**src/rtl/id_ex_stage_register.sv**
```systemverilog
// ID/EX pipeline register for the pipelined MIPS core, with load-use hazard
// detection, bubble insertion, branch flush and saturating stall/flush counters.
module id_ex_stage_register #(
  parameter int DATA_WIDTH = 32,
  parameter int CNT_WIDTH  = 16
) (
  input  logic                  clk,
  input  logic                  reset,
  input  logic                  id_valid_i,
  input  logic [5:0]            id_opcode_i,
  input  logic [5:0]            id_func_i,
  input  logic [4:0]            id_shamt_i,
  input  logic [4:0]            id_rs_i,
  input  logic [4:0]            id_rt_i,
  input  logic [4:0]            id_rd_i,
  input  logic [DATA_WIDTH-1:0] id_rs_data_i,
  input  logic [DATA_WIDTH-1:0] id_rt_data_i,
  input  logic [DATA_WIDTH-1:0] id_imm_i,
  input  logic [DATA_WIDTH-1:0] id_pc4_i,
  input  logic                  id_reg_write_i,
  input  logic                  id_mem_read_i,
  input  logic                  id_mem_write_i,
  input  logic                  id_mem_to_reg_i,
  input  logic                  flush_i,
  output logic                  ex_valid_o,
  output logic [5:0]            ex_opcode_o,
  output logic [5:0]            ex_func_o,
  output logic [4:0]            ex_shamt_o,
  output logic [4:0]            ex_rs_o,
  output logic [4:0]            ex_rt_o,
  output logic [4:0]            ex_rd_o,
  output logic [DATA_WIDTH-1:0] ex_rs_data_o,
  output logic [DATA_WIDTH-1:0] ex_rt_data_o,
  output logic [DATA_WIDTH-1:0] ex_imm_o,
  output logic [DATA_WIDTH-1:0] ex_pc4_o,
  output logic                  ex_reg_write_o,
  output logic                  ex_mem_read_o,
  output logic                  ex_mem_write_o,
  output logic                  ex_mem_to_reg_o,
  output logic                  stall_o,
  output logic [CNT_WIDTH-1:0]  stall_cnt_o,
  output logic [CNT_WIDTH-1:0]  flush_cnt_o
);

  typedef struct packed {
    logic                  valid;
    logic [5:0]            opcode;
    logic [5:0]            func;
    logic [4:0]            shamt;
    logic [4:0]            rs;
    logic [4:0]            rt;
    logic [4:0]            rd;
    logic [DATA_WIDTH-1:0] rs_data;
    logic [DATA_WIDTH-1:0] rt_data;
    logic [DATA_WIDTH-1:0] imm;
    logic [DATA_WIDTH-1:0] pc4;
    logic                  reg_write;
    logic                  mem_read;
    logic                  mem_write;
    logic                  mem_to_reg;
  } stage_t;

  // Opcode/func of all-ones keep the shift decoder (SLL 0/0, SRL 0/2) quiet on bubbles.
  function automatic stage_t bubble_f();
    stage_t b;
    b        = '0;
    b.opcode = 6'h3F;
    b.func   = 6'h3F;
    return b;
  endfunction

  stage_t stage_q;
  stage_t stage_d;
  logic   hazard;

  assign hazard = stage_q.valid & stage_q.mem_read & id_valid_i &
                  (stage_q.rt != 5'd0) &
                  ((stage_q.rt == id_rs_i) | (stage_q.rt == id_rt_i));
  assign stall_o = hazard & ~flush_i;

  always_comb begin
    // NOTE: every always_comb output gets a full default first so no latch is inferred.
    stage_d = bubble_f();
    if (!flush_i && !stall_o) begin
      stage_d.valid      = id_valid_i;
      stage_d.opcode     = id_valid_i ? id_opcode_i : 6'h3F;
      stage_d.func       = id_valid_i ? id_func_i : 6'h3F;
      stage_d.shamt      = id_shamt_i;
      stage_d.rs         = id_rs_i;
      stage_d.rt         = id_rt_i;
      stage_d.rd         = id_rd_i;
      stage_d.rs_data    = id_rs_data_i;
      stage_d.rt_data    = id_rt_data_i;
      stage_d.imm        = id_imm_i;
      stage_d.pc4        = id_pc4_i;
      stage_d.reg_write  = id_valid_i & id_reg_write_i;
      stage_d.mem_read   = id_valid_i & id_mem_read_i;
      stage_d.mem_write  = id_valid_i & id_mem_write_i;
      stage_d.mem_to_reg = id_valid_i & id_mem_to_reg_i;
    end
  end

  // NOTE: state updates use non-blocking assignments; reset is asynchronous active-low.
  always_ff @(posedge clk or negedge reset) begin
    if (!reset) begin
      stage_q     <= bubble_f();
      stall_cnt_o <= '0;
      flush_cnt_o <= '0;
    end else begin
      stage_q <= stage_d;
      if (stall_o && (stall_cnt_o != '1)) stall_cnt_o <= stall_cnt_o + CNT_WIDTH'(1);
      if (flush_i && (flush_cnt_o != '1)) flush_cnt_o <= flush_cnt_o + CNT_WIDTH'(1);
    end
  end

  assign ex_valid_o      = stage_q.valid;
  assign ex_opcode_o     = stage_q.opcode;
  assign ex_func_o       = stage_q.func;
  assign ex_shamt_o      = stage_q.shamt;
  assign ex_rs_o         = stage_q.rs;
  assign ex_rt_o         = stage_q.rt;
  assign ex_rd_o         = stage_q.rd;
  assign ex_rs_data_o    = stage_q.rs_data;
  assign ex_rt_data_o    = stage_q.rt_data;
  assign ex_imm_o        = stage_q.imm;
  assign ex_pc4_o        = stage_q.pc4;
  assign ex_reg_write_o  = stage_q.reg_write;
  assign ex_mem_read_o   = stage_q.mem_read;
  assign ex_mem_write_o  = stage_q.mem_write;
  assign ex_mem_to_reg_o = stage_q.mem_to_reg;

endmodule

```
**config.mk**
```make
export PLATFORM = sky130hd
export DESIGN_NAME = id_ex_stage_register
export DESIGN_NICKNAME = d
export VERILOG_FILES = /design/src/rtl/id_ex_stage_register.sv
export SDC_FILE = /design/constraint.sdc
export NUM_CORES = 1
export LEC_CHECK = 0
export ABC_AREA = 1
export CAP_MARGIN = 10
export CORE_ASPECT_RATIO = 0.6
export CORE_MARGIN = 2
export CORE_UTILIZATION = 37
export DETAILED_ROUTE_END_ITERATION = 8
export PLACE_DENSITY = 0.77
export SYNTH_ARGS = -nofsm -noshare
export SYNTH_HDL_FRONTEND = slang
export SYNTH_SLANG_ARGS = --single-unit
```
**constraint.sdc**
```tcl
create_clock -name clk -period 1.5 [get_ports clk]
set_input_delay 0.3 -clock clk [delete_from_list [all_inputs] [get_ports clk]]
set_output_delay 0.3 -clock clk [all_outputs]
set_load 0.02 [all_outputs]
```
==> metrics.cfg, run 1 <==
[status]
status = finished with violations
violations = setup timing

[cts]
worstSkewPairLatency_ns = 0.43
cts_root_buffer = clkbuf_16
htree_levels = 4
cts_buffer_depth = 2
numCtsBuffers = 17
clkTransAtPathRegs_ns = 0.07
cts.sinks = 197
cts_tree = yes

[setup_path]
critical_path_class = reg2out
crit_arrival_ns = 1.65
rr_worst_depth = 12
critPathMaxFanout = 3
end_kind = primary output
crit_cells = 7
cpMaxStageDelayCell = dfrtp_2
path_cells = buf_4, xnor2_4, nand3_2, nand2_4, nand3_4, inv_2, buf_6
path_delay_family = flip-flops
slowest_delay_ns = 0.44
required_ns = 1.20
start_kind = flop
crit_buf_inv = 3

[detailed_routing]
vias = 6764
antenna_left = 0
first_iter_violations = 319
viasPerCell = 4.407
dr.pass1.iters = 4
routed_wl_mm = 27.55
drc = 0
wl_per_cell_um = 17.95

[grt]
antenna_found_initial = 0
grt_max_degree = 34
track_usage = 0.2548
grt_pass1_wl_mm = 40.74
grt_pass1_vias = 7142
grt_overflow = 0

[floorplan]
fp.dieW_um = 187.1
dieArea_mm2 = 0.02130
io_pins = 366
core_area_mm2 = 0.01987
die_h_um = 113.9
rows = 40
start_util = 0.3746

[place]
place.gp.congestion = 0.8949
dp_hpwl_mm = 16.83
io_buffer_count = 365
place_ws_ns = -0.9162
dpl-instance-area_mm2 = 0.01192
place_inst = 1458

[timing]
max_freq_ghz = 0.5128
fin_tns_setup_ns = -55.26
skew_ns = 0.01164
rsz0062_at_grt = true
finalSetupViolations = 184
min_period_ns = 1.950
hold_slack_ns = 0.3536
fin_ws_ns = -0.4502
tightest_slew_ns = 0.3615
fin_crit_sh = 1.300
slew_headroom = 0.7577
drv_slew = 0
hold_viol = 0

[yosys]
yosys-top-cells-area = dfrtp_1, inv_1, nor2_1
syn_nets = 949
synth.ff_latch_count = 197
synth_common_cells = inv_1, dfrtp_1, nor2_1
yosysMostFrequentCell = inv_1
yosys.area.top_type = dfrtp_1
avgSynthCellArea_um2 = 9.553
synth-async-reset-ratio = 1.000
syn-cell-area_mm2 = 0.007442
synth-main-ff-cell = dfrtp_1
seq_area_frac_synth = 0.6644
synth.distinct_cells = 25
synth_edf_count = 0
synth_top_area_frac = 0.6221
ys.warnings.count = 0
synthCells = 779

[finish]
drive_above_1_share = 0.3463
multi_input_area_mm2 = 0.002957
final_nets = 1419
layout.cells.non_filler = 1535
syn_to_final_growth_pct = 91.69
diodes = 0
seq_area_mm2 = 0.004965
design_area_mm2 = 0.01427
n_fill_cell = 1373

[power_and_ir_drop]
powerDensity_mw_per_mm2 = 933.9
leakagePower_nw = 7.256
ir_drop_mv = 0.7069

[hold_path]
hp-class = in2async

[run]
drv_cap = 0

-- metrics by stage --
step | power (mW) | util
after floorplan | 6.725 | -
after global placement | 8.158 | 0.6000
after detailed placement | 8.194 | 0.6000
after CTS | 13.14 | 0.6872
after global routing | 13.84 | 0.7180
final | 13.32 | 0.7180
-- per-layer routing --
metal | up-vias | routed length [um] | GRT usage
li1 | 3157 | - | -
met1 | 3331 | 10930 | 0.3033
met2 | 250 | 14120 | 0.4486
met3 | 26 | 2150 | 0.09200
met4 | 0 | 350 | 0.05291
met5 | - | 0 | 0
-- path summary, 6_finish.rpt --
| check | startpoint | to | slack [ns] |
|---|---|---|---|
| worst max-delay path | ex_rt_o[3] | stall_o | -0.45 |
| worst min-delay path | reset | ex_rs_data_o[20] | 0.35 |
| worst max register to register | ex_rt_o[3] | ex_shamt_o[1] | -0.39 |
| worst min register to register | flush_cnt_o[14] | flush_cnt_o[14] | 0.51 |
| max in group asynchronous | reset | ex_func_o[5] | 0.54 |
| min in group clk | id_opcode_i[2] | ex_opcode_o[2] | 0.35 |
-- registers in the layout (all words and copies together) (netlist names), 5 cells and up --
register	flops
ex_func_o	6
ex_imm_o	32
ex_opcode_o	6
ex_pc4_o	32
ex_rd_o	5
ex_rs_data_o	32
ex_rs_o	5
ex_rt_data_o	32
ex_rt_o	5
ex_shamt_o	5
flush_cnt_o	16
stall_cnt_o	16
-- where the power goes --
group | internal, mW | leakage, nW | total [mW] | switching [mW]
Combinational | 1.35 | 4.49 | 2.83 | 1.47
Sequential | 5.64 | 2.49 | 5.85 | 0.211
Clock | 2.57 | 0.282 | 4.64 | 2.07
-- cell usage in the layout, fill, tap and decap left out, types with 10 or more instances in the layout --
cell type / instances
clkbuf_2: 14
dfrtp_2: 16
nor2_2: 41
xor2_1: 21
clkdlybuf4s15_1: 12
nor2_1: 13
clkdlybuf4s50_1: 166
buf_12: 13
dfrtp_1: 169
inv_2: 10
inv_1: 185
nand2_2: 26
buf_16: 17
buf_4: 60
buf_6: 14
nor2_4: 121
buf_2: 21
nor3_1: 10
dfstp_2: 12
dlygate4sd2_1: 140
nand2_1: 82
clkbuf_16: 18
-- final cells by class --
class | count | area share
tap | 273 | 0.02394
multi-input combinational | 368 | 0.2072
clock inverter | 10 | 0.008420
timing repair buffer | 469 | 0.3281
sequential | 197 | 0.3480
clock buffer | 22 | 0.03254
inverter | 196 | 0.05175
-- cells by family (layout without fill, tap and decap cells) --
group                      count (synthesis)  count (layout)  synth area share
buffers and inverters                    215             697            0.1155
DFF                                      197             197            0.6644
and+or+nand+nor                          334             335            0.1807
adders and majority gates                  2               2          0.003362
xor gates and xnor gates                  30              30           0.03531
AOI/OAI and AO/OA                          1               1         0.0006718
-- worst register-to-register path, stage by stage (launching register included) --
cell and delay [ns]:
dfrtp_2 0.44, buf_4 0.17, xnor2_4 0.14, nand3_2 0.09, nand2_4 0.07, buf_6 0.12, buf_6 0.12, nand2_8 0.10
nand2_8 0.10, buf_4 0.16, buf_6 0.11, buf_16 0.14, nor2_1 0.09
-- repair_timing --
item / 4_1_cts / 5_1_grt
resized for setup: 522 / 219
pin swaps: 16 / 31
hold buffers: 1 / 0
endpoints found under the setup margin: 390 / 227
hold endpoints to repair: 24 / 0
buffers inserted: 21 / 10
cloned: 19 / 1
No activity file was read; power rests on OpenSTA's default activity.
==> run 2, diff against run 1 <==
--- a/config.mk
+++ b/config.mk
@@ -15,3 +15,4 @@
 export SYNTH_ARGS = -nofsm -noshare
 export SYNTH_HDL_FRONTEND = slang
 export SYNTH_SLANG_ARGS = --single-unit
+export TNS_END_PERCENT = 30
==> run 2 against run 1 <==
Compared with the run above: wire length rose by 0.11%; die area stayed put; critical path type is now in2out; fmax shrank 1.5%; non-clock buffer count is 2 lower; combinational power down 7.4%; clock skew is 0.00085 ns lower; register-to-register slack worse by 0.03 ns; global-route usage shrank 0.19 points; via count up 0.83%; sequential share of layout area increased by 1.2 points; largest cell class unchanged; first-iteration DRC count down 3.8%; the run still ends with setup timing left; core utilization decreased by 2.4 points.
==> metrics.cfg, run 2 (synthesized netlist as in run 1, its figures left out) <==
[setup_path]
critPathMaxFanout = 2
crit_start = id_rs_i[1]
r2r_slack_ns = -0.42
crit_buf_inv = 4
crit_cells = 10
slowest_delay_ns = 0.50
cpMaxStageDelayCell = clkdlybuf4s50_1
worstReg2RegStart = ex_rt_o[1]
start_kind = input pin
rr_worst_depth = 13
path_cells = clkdlybuf4s50_1, inv_1, nand2_1, nand2_1, nor2_2, nand3_2, nand2_2, nand3_2, inv_2, buf_6
required_ns = 1.20
path_delay_family = buffers and inverters
crit_path_end = stall_o
end_kind = primary output
critical_path_class = in2out
worst_r2r_endpoint = ex_rt_data_o[6]
crit_arrival_ns = 1.68

[detailed_routing]
drc = 0
first_iter_violations = 307
routed_wl_mm = 27.58
viasPerCell = 4.443
dr.pass1.iters = 4
vias = 6820
wl_per_cell_um = 17.97
antenna_left = 0

[timing]
fin_tns_setup_ns = -61.28
hold_viol = 0
fin_crit_sh = 1.320
skew_ns = 0.01078
drv_slew = 0
rsz0062_at_grt = true
max_freq_ghz = 0.5052
fin_ws_ns = -0.4794
finalSetupViolations = 183
min_period_ns = 1.979
tightest_slew_ns = 0.4783
hold_slack_ns = 0.3671
slew_headroom = 0.6811

[floorplan]
core_area_mm2 = 0.01987
rows = 40
die_h_um = 113.9
io_pins = 366
dieArea_mm2 = 0.02130
fp.dieW_um = 187.1
start_util = 0.3746

[run]
drv_cap = 0

[grt]
grt_max_degree = 46
grt_overflow = 0
antenna_found_initial = 0
track_usage = 0.2529
grt_pass1_wl_mm = 40.40
grt_pass1_vias = 7093

[status]
status = finished with violations
violations = setup timing

[place]
dp_hpwl_mm = 17.42
place.gp.congestion = 0.9202
io_buffer_count = 365
place_inst = 1459
place_ws_ns = -0.8878

[power_and_ir_drop]
ir_drop_mv = 0.6895
powerDensity_mw_per_mm2 = 974.1
leakagePower_nw = 7.525

[cts]
cts.sinks = 197
numCtsBuffers = 17
cts_buffer_depth = 2
cts_root_buffer = clkbuf_16
clkTransAtPathRegs_ns = 0.08
htree_levels = 4
cts_tree = yes
worstSkewPairLatency_ns = 0.44

[finish]
fin_util = 0.6936
layout.cells.non_filler = 1535
final_common_cell = inv_1
diodes = 0
drive_above_1_share = 0.2845
syn_to_final_growth_pct = 85.17
final_nets = 1419
layout_common_cells = inv_1, dfrtp_1, clkdlybuf4s50_1, dlygate4sd2_1, nand2_1

[hold_path]
hp-class = in2reg

-- run 2: stage by stage --
| step | instance area [um2] | total power [mW] |
|---|---|---|
| floorplan | 7487 | 6.722 |
| global placement | 11970 | 8.201 |
| detailed placement | 11970 | 8.254 |
| CTS | 13450 | 13.32 |
| global route | 13780 | 13.95 |
| finish | 13780 | 13.42 |
-- run 2: what timing repair did --
action                     4_1_cts  5_1_grt
hold buffers                     1        0
gates resized for setup        410      140
hold endpoints to repair        31        0
setup endpoints to repair      391      249
pin swaps                        6       14
setup buffers                   15       12
gates cloned                    20        3
-- run 2: where the power goes --
part	total, mW	internal, mW	switching [mW]
clock network	4.96	2.89	2.07
logic	2.62	1.28	1.34
registers	5.85	5.64	0.204
total	13.4	9.81	3.61
-- run 2: layout make-up --
cell class                      count  area (um2)
Clock buffer                       20       456.7
Clock inverter                     12       176.4
Fill cell                        1480        6088
Inverter                          196       735.7
Multi-Input combinational cell    370        2316
Sequential cell                   197        4966
Tap cell                          273       341.6
Timing Repair Buffer              467        4788
-- run 2: routing by layer --
| metal | global-route usage | up-vias | wire length [um] |
|---|---|---|---|
| met1 | 0.2919 | 3334 | 10340 |
| li1 | - | 3167 | - |
| met5 | 0 | - | 0 |
| met2 | 0.4436 | 264 | 14070 |
| met4 | 0.05979 | 0 | 713 |
| met3 | 0.1031 | 55 | 2455 |
-- run 2: worst min-delay path by stage --
stage / cells after the start / slack, ns / to / startpoint
2_1_floorplan: 0 / 0.004 / ex_imm_o[0] / reset
3_3_place_gp: 1 / 0.29 / ex_rs_data_o[20] / reset
3_5_place_dp: 1 / 0.29 / ex_rs_data_o[20] / reset
4_1_cts: 3 / 0.34 / ex_opcode_o[3] / id_opcode_i[3]
5_1_grt: 3 / 0.35 / ex_imm_o[5] / id_imm_i[5]
6_report: 3 / 0.37 / ex_imm_o[1] / id_imm_i[1]
-- run 2: tightest hold or removal path, stage by stage --
cell and delay [ns]:
clkdlybuf4s50_1 0.39, inv_1 0.05, nor2_1 0.03
